===== src/rtl/fcp6_req_arbiter.sv =====
// fcp6_req_arbiter: round-robin arbiter that serialises N requesters onto one FCP6 master,
// sequencing the start pulse and busy/ack handshake with a completion timeout.
module fcp6_req_arbiter #(
   parameter int unsigned N       = 4,
   parameter int unsigned TIMEOUT = 64
) (
   input  logic           clk,
   input  logic           rst,
   input  logic [N-1:0]   req,
   input  logic [8*N-1:0] hdr,
   input  logic [8*N-1:0] wdata,
   output logic [N-1:0]   gnt,
   output logic [N-1:0]   done,
   output logic [7:0]     rdata,
   output logic           err,
   output logic           arb_busy,
   output logic           m_start,
   output logic [7:0]     m_header,
   output logic [7:0]     m_data,
   input  logic           m_busy,
   input  logic           m_ack,
   input  logic [7:0]     m_rdata
);

   localparam int unsigned   IW     = $clog2(N);
   localparam int unsigned   TW     = (TIMEOUT > 1) ? $clog2(TIMEOUT) : 1;
   localparam logic [TW-1:0] T_LAST = TW'(TIMEOUT - 1);
   localparam logic [IW-1:0] N_LAST = IW'(N - 1);

   typedef enum logic [2:0] {
      IDLE,
      LAUNCH,
      WAIT_BUSY,
      WAIT_DONE,
      RESP
   } state_t;

   state_t        state, state_nxt;
   logic [IW-1:0] ptr, win, pick, cand;
   logic          found;
   logic [TW-1:0] timer;
   logic          timed_out;

   // First set request at or after ptr, wrapping modulo N.
   always_comb begin
      found = 1'b0;
      pick  = '0;
      cand  = '0;
      for (int unsigned i = 0; i < N; i++) begin
         cand = IW'((32'(ptr) + i) % N);
         if (!found && req[cand]) begin
            found = 1'b1;
            pick  = cand;
         end
      end
   end

   always_comb begin
      timed_out = (timer == T_LAST);
   end

   always_ff @(posedge clk or negedge rst) begin
      if (!rst) state <= IDLE;
      else      state <= state_nxt;
   end

   always_comb begin
      state_nxt = state;
      m_start   = 1'b0;
      arb_busy  = 1'b1;
      done      = '0;
      case (state)
         IDLE: begin
            arb_busy = 1'b0;
            if (found) state_nxt = LAUNCH;
         end
         LAUNCH: begin
            m_start   = 1'b1;
            state_nxt = WAIT_BUSY;
         end
         WAIT_BUSY: begin
            if (m_busy)         state_nxt = WAIT_DONE;
            else if (timed_out) state_nxt = RESP;
         end
         WAIT_DONE: begin
            if (!m_busy || timed_out) state_nxt = RESP;
         end
         RESP: begin
            done      = gnt;
            state_nxt = IDLE;
         end
         default: state_nxt = IDLE;
      endcase
   end

   // Timer runs through both wait states and stops at T_LAST, so it cannot wrap.
   always_ff @(posedge clk or negedge rst) begin
      if (!rst) begin
         gnt      <= '0;
         rdata    <= '0;
         err      <= 1'b0;
         m_header <= '0;
         m_data   <= '0;
         ptr      <= '0;
         win      <= '0;
         timer    <= '0;
      end else begin
         case (state)
            IDLE: begin
               if (found) begin
                  win      <= pick;
                  gnt      <= N'(1) << pick;
                  m_header <= hdr[8*pick +: 8];
                  m_data   <= wdata[8*pick +: 8];
               end
            end
            LAUNCH: begin
               timer <= '0;
               err   <= 1'b0;
               rdata <= '0;
            end
            WAIT_BUSY: begin
               if (!timed_out)   timer <= timer + TW'(1);
               else if (!m_busy) err   <= 1'b1;
            end
            WAIT_DONE: begin
               if (!m_busy) begin
                  rdata <= m_rdata;
                  err   <= ~m_ack;
               end else if (timed_out) begin
                  rdata <= '0;
                  err   <= 1'b1;
               end else begin
                  timer <= timer + TW'(1);
               end
            end
            RESP: begin
               gnt <= '0;
               ptr <= (win == N_LAST) ? '0 : win + IW'(1);
            end
            default: ;
         endcase
      end
   end

endmodule


===== config.mk =====
export PLATFORM = sky130hd
export DESIGN_NAME = fcp6_req_arbiter
export DESIGN_NICKNAME = d
export VERILOG_FILES = /design/src/rtl/fcp6_req_arbiter.sv
export SDC_FILE = /design/constraint.sdc
export NUM_CORES = 1
export LEC_CHECK = 0
export ABC_CLOCK_PERIOD_IN_PS = 2550
export CORE_MARGIN = 2
export CORE_UTILIZATION = 42
export DETAILED_ROUTE_END_ITERATION = 7
export PLACE_DENSITY_LB_ADDON = 0.15
export SLEW_MARGIN = 20
export SYNTH_ARGS = -nofsm -noshare
export SYNTH_HDL_FRONTEND = slang
export SYNTH_SLANG_ARGS = --single-unit

===== constraint.sdc =====
create_clock -name clk -period 2.55 [get_ports clk]
set_input_delay 0.765 -clock clk [delete_from_list [all_inputs] [get_ports clk]]
set_output_delay 0.765 -clock clk [all_outputs]
set_load 0.05 [all_outputs]

# After elaboration in Yosys (flattened, before gate mapping)
# Cells that the tools add are included.
dict set report classes {
  n_addsub 5
  magnitude_cmp 4
  eq_ne 13
  shifts 3
  mux 38
  bitwise 1
  reduce_logical 18
}
# operator n
set op_table {}
lappend op_table {{32-bit by 6-bit indexed part select with 8-bit output} 2}
lappend op_table {{6-bit one-hot mux with 3 select lines} 1}
lappend op_table {{8-bit two-way mux} 2}
lappend op_table {{8-bit one-hot mux with 2 select lines} 1}
lappend op_table {{1-bit two-way mux} 14}
lappend op_table {{2-bit by 3-bit < comparator with 1-bit output (second input constant)} 4}
lappend op_table {{3-bit two-way mux} 4}
lappend op_table {{6-bit two-way mux} 2}
lappend op_table {{3-bit one-hot mux with 4 select lines} 1}
lappend op_table {{2-bit two-way mux} 5}
lappend op_table {{2-bit inequality test (second input constant)} 5}
lappend op_table {{1-bit binary-select mux with 2-bit select} 4}
lappend op_table {{4-bit two-way mux} 2}
lappend op_table {{4-bit one-hot mux with 2 select lines} 1}
lappend op_table {{2-bit AND reduction} 4}
lappend op_table {{6-bit by 1-bit adder with 6-bit output (second input constant)} 1}
lappend op_table {{3-bit by 2-bit equality test with 1-bit output (second input constant)} 2}
lappend op_table {{6-bit equality test (second input constant)} 1}
lappend op_table {{3-bit inequality test (second input constant)} 2}
lappend op_table {{2-bit by 1-bit adder with 2-bit output (second input constant)} 2}
lappend op_table {{2-bit adder (second input constant)} 2}
lappend op_table {{1-bit zero test} 4}
lappend op_table {{4-bit AND reduction} 1}
lappend op_table {{2-bit nonzero test} 2}
lappend op_table {{other kinds (11)} 13}
dict set report word_totals {
  register_bits 42
  in_bits 80
  output_inout_bits 35
  word_cells 91
}

# Longest topological paths before layout
dict set report logic_depth {
  word_depth 15
  mapped_depth 8
  depth_no_buf 6
}

# Worst setup path after synthesis
# OpenSTA, ideal clock, no wires.
dict set report synth_timing {
  path_kind {register to output}
  from {register state[1]}
  to {output m_start}
  arrival_ns 1.809
  required_time_ns 1.785
  setup_slack_ns -0.024
  path_stages_with_launch 3
  n_path_buf 1
  cell_sequence {dfrtp_1 > clkbuf_1 > nor3_1}
}
dict set report synth_between {
  elab_chain_len 2
}
# element line
set synth_lines {}
lappend synth_lines {{start: declaration} 38} ;# state_t state, state_nxt;
lappend synth_lines {{start signal: assignment} 64} ;# else state <= state_nxt;
lappend synth_lines {{3-bit by 1-bit equality test with 1-bit output} 72} ;# case (state)
lappend synth_lines {{1-bit two-way mux} 72}
lappend synth_lines {{end: declaration} 17} ;# output logic m_start,
# Every way passes these cells.

# Worst setup path after layout
dict set report layout_timing {
  from {input req[2]}
  to {register m_header[1]}
}
dict set report layout_between {
  elab_chain_len 13
  word_cells_on_any_way 24
  classes_between {1 x shift; 16 x mux; 7 x reduce/logical}
}
# element line
set layout_lines {}
lappend layout_lines {{start: declaration} 9} ;# input logic [N-1:0] req,
lappend layout_lines {{1-bit binary-select mux with 2-bit select} 51} ;# if (!found && req[cand]) begin
lappend layout_lines {{1-bit two-way mux (implied by the code)} 51}
lappend layout_lines {{1-bit two-way mux} 51}
lappend layout_lines {{1-bit zero test} 51}
lappend layout_lines {{1-bit logical AND} 51}
lappend layout_lines {{1-bit two-way mux} 51}
lappend layout_lines {{1-bit zero test} 51}
lappend layout_lines {{1-bit logical AND} 51}
lappend layout_lines {{1-bit two-way mux} 51}
lappend layout_lines {{1-bit zero test} 51}
lappend layout_lines {{1-bit logical AND} 51}
lappend layout_lines {{2-bit two-way mux / 1-bit two-way mux (equally long branches)} 51}
lappend layout_lines {{32-bit by 6-bit indexed part select with 8-bit output / 2-bit AND reduction (equally long branches)} n/a}
lappend layout_lines {{end signal: assignment} 113} ;# m_header <= hdr[8*pick +: 8];
lappend layout_lines {{end: declaration} 18} ;# output logic [7:0] m_header,
# Several ways; a longest one is shown, not always the timed one. The select of a mux whose other input is x is not followed.
# A chain may end at the register's enable or synchronous reset.

==> results by group <==
Status
  • Run status: finished clean

Yosys
  • Mapped Cells: 257
  • Yosys cell types: 51
  • Synthesized area: 0.00257 mm^2
  • Yosys reg bits: 42
  • Mapped Nets: 339
  • Synth Area per Inst: 10.0 um^2
  • Syn. warnings: 0
  • Sequential-to-total area share from yosys stat: 40.9%

Clock network
  • Worst skew pair latency: 290 ps
  • Root Buffer: clkbuf_8
  • Total CTS buffers: 5
  • Clk sink count: 42
  • H-Tree Depth: 2
  • Maximum clock insertion buffer count: 2
  • CTS tree: built
  • Clock slew at reported path FFs: 80 ps
  • Hold-fix buffers at CTS: 0

Global routing
  • Tot GR Track Use: 21.9%
  • Grt ovf: 0
  • Largest net degree at the start of global routing: 37
  • First-pass GRT wire length: 11.4 mm
  • Initial antenna violation count: 0
  • Number of global-route vias before repair: 2,443

Route
  • First DRT Iteration DRCs: 59
  • Vias per cell: 5.54
  • Top Metal Used: met4
  • Met2 routed WL: 3.78 mm
  • Met3 wire length: 589 um
  • Vias post-DR: 2,532
  • TritonRoute pass-1 iters: 4
  • DRC Markers: 0
  • Routed len/inst: 16.5 um
  • Routed WL: 7.55 mm
  • Final antenna-violating net count: 0
  • WL met1: 3.11 mm

Finish
  • Nets: 463
  • Final std cells w/o fill: 457
  • Seq. cell area: 0.00105 mm^2
  • Fillers: 470
  • Area of the multi-input gates: 0.00138 mm^2
  • Layout Area Growth over Synthesis: 56.4%
  • Commonest cells after routing, fill and taps aside: clkdlybuf4s50_1, dfrtp_1, a21oi_1, buf_4, nand2_1
  • Number of diodes: 0
  • Share of cells above drive strength 1: 16.8%
  • Commonest non-fill, non-tap cell in the layout: clkdlybuf4s50_1

Power and ir drop
  • Power Dens Cells: 1070 mW/mm^2
  • Switching part of the total power: 46.4%
  • Clk network pwr share: 11.9%
  • Combinational group share of total power: 61.5%
  • Seq pwr share: 26.7%
  • Lkg Pwr: 0.00171 uW
  • Max IR drop VDD: 0.665 mV
  • Pint: 2310 uW
  • Sw Pwr: 2000 uW

Timing
  • Slew Viols, Final: 0
  • Hold Slack: 503 ps
  • Setup Skew: 2.19 ps
  • Least-Margin Pin Slew: 784 ps
  • Setup violators final: 0
  • Rel. slew slack: 47.6%
  • Fmax: 0.410 GHz
  • Minimum clock period: 2440 ps
  • Final count of hold timing violations: 0
  • Worst setup margin: 114 ps
  • Post-route clock period utilization: 95.5%
  • RSZ-0062 raised after global routing: no

Worst setup path
  • Critical Path Source: req[2]
  • Worst Path Required: 2690 ps
  • Worst Setup End Kind: flop
  • Reg2Reg Setup Slack: 310 ps
  • CP Launch Type: input port
  • R2r worst-path depth: 4
  • Worst-path maximum fanout: 8
  • R2r endpoint: m_data[4]
  • Worst r2r src: state[0]
  • CP arrival: 2570 ps
  • Setup CP Type: input port to flop

Worst hold path
  • Min-delay src: win[0]
  • Hold depth: 1
  • HP Class: flop to flop
  • Hold EP: ptr[0]

Flow run
  • Max-cap violations: 0

Die
  • Die Y: 82.2 um
  • Die X: 82.2 um
  • Starting Density: 43.4%
  • Die area: 0.00676 mm^2
  • Rows: 28
  • I/O pin count: 115
  • Core area: 0.00592 mm^2

Placement
  • Routability Congestion: 0.832
  • Pre-CTS setup slack: -223 ps
  • HPWL Detailed: 5.62 mm
  • IO buf count: 114
  • Cell total after placement: 449
-- state kept, by name (all words and copies together), names as in the netlist --
signal / cells
gnt: 4
state: 3
ptr: 2
err: 1
m_data: 8
m_header: 8
rdata: 8
win: 2
timer: 6
-- cells by family (layout without fill, tap and decap cells) --
group	after synthesis	count (layout)	share of synthesized area, %
DFF	42	42	40.9
xor gates and xnor gates	3	3	1.02
AOI/OAI and AO/OA	83	83	24.3
and+or+nand+nor	84	84	17.9
adders and majority gates	2	2	0.973
muxes	19	19	9.00
buffers and inverters	24	149	5.89
-- layout make-up --
cell class / count / share of cell area [%]
timing repair buffer: 135 / 34.0
sequential: 42 / 26.1
tap: 75 / 2.33
clock inverter: 3 / 0.996
multi-input combinational: 191 / 34.3
inverter: 6 / 0.560
clock buffer: 5 / 1.71
-- worst max path at each step --
stage / slack (ps) / end / cells past startpoint
floorplan: 390 / m_data[5] / 7
global placement: -160 / m_data[6] / 8
detailed placement: -220 / m_header[3] / 6
CTS: 90 / m_header[3] / 6
global route: 5 / m_header[1] / 8
finish: 110 / m_header[1] / 8
-- repair_timing --
item	4_1_cts	5_1_grt
buffers inserted	0	0
resized for setup	0	2
setup endpoints to repair	0	4
-- worst max-delay path, cell delays in order --
cell	delay (ps)
clkdlybuf4s50_1	460
buf_4	160
nor2b_1	140
a311oi_2	450
o21ai_2	120
buf_4	180
a211oi_1	220
a211oi_1	70
-- synthesized netlist by cell type, drive strengths merged --
master	count	area share (%)
a2111oi	1	0.34
a211oi	10	3.7
a21o	2	0.63
a21oi	20	3.9
a221o	12	4.7
a22o	8	2.7
a22oi	2	0.78
a2bb2oi	1	0.34
a311oi	1	0.58
and2	2	0.49
and3	4	0.97
and3b	1	0.34
and4	4	1.4
buf	12	4.1
clkbuf	6	0.88
dfrtp	42	41
ha	2	0.97
inv	6	0.88
mux2	12	6.3
mux2i	7	2.7
nand2	19	2.8
nand2b	2	0.49
nand3	5	1.5
nand3b	1	0.29
nand4	12	2.9
nor2	21	3.2
nor2b	2	0.49
nor3	5	1.4
nor4	1	0.24
o21ai	10	2.1
o21bai	1	0.29
o22ai	2	0.49
o31ai	13	3.8
or2	3	0.83
or3	2	0.68
xnor2	3	1.0
-- routing by layer --
| metal | track usage, % | up-vias |
|---|---|---|
| li1 | - | 1222 |
| met1 | 28.6 | 1189 |
| met2 | 36.5 | 113 |
| met3 | 5.11 | 8 |
| met4 | 5.33 | 0 |
| met5 | 0 | - |
-- through the flow --
| stage | instance area, um^2 | total power (uW) | TNS [ps] | utilization [%] |
|---|---|---|---|---|
| global route | 4020 | 4580 | 0 | 67.9 |
| finish | 4020 | 4320 | 0 | 67.9 |
| floorplan | 2580 | 2930 | 0 | - |
| global placement | 3910 | 3760 | -2100 | 66.0 |
| detailed placement | 3910 | 3800 | -3020 | 66.0 |
| CTS | 4020 | 4330 | 0 | 67.8 |
-- power groups by stage --
stage / clock [uW] / sequential, uW / combinational (uW)
5_1_grt: 557 / 1190 / 2830
4_1_cts: 526 / 1150 / 2660
3_5_place_dp: 0 / 1150 / 2650
3_3_place_gp: 0 / 1150 / 2610
2_1_floorplan: 0 / 1780 / 1150
6_report: 512 / 1150 / 2650
No activity file was read; power rests on OpenSTA's default activity.
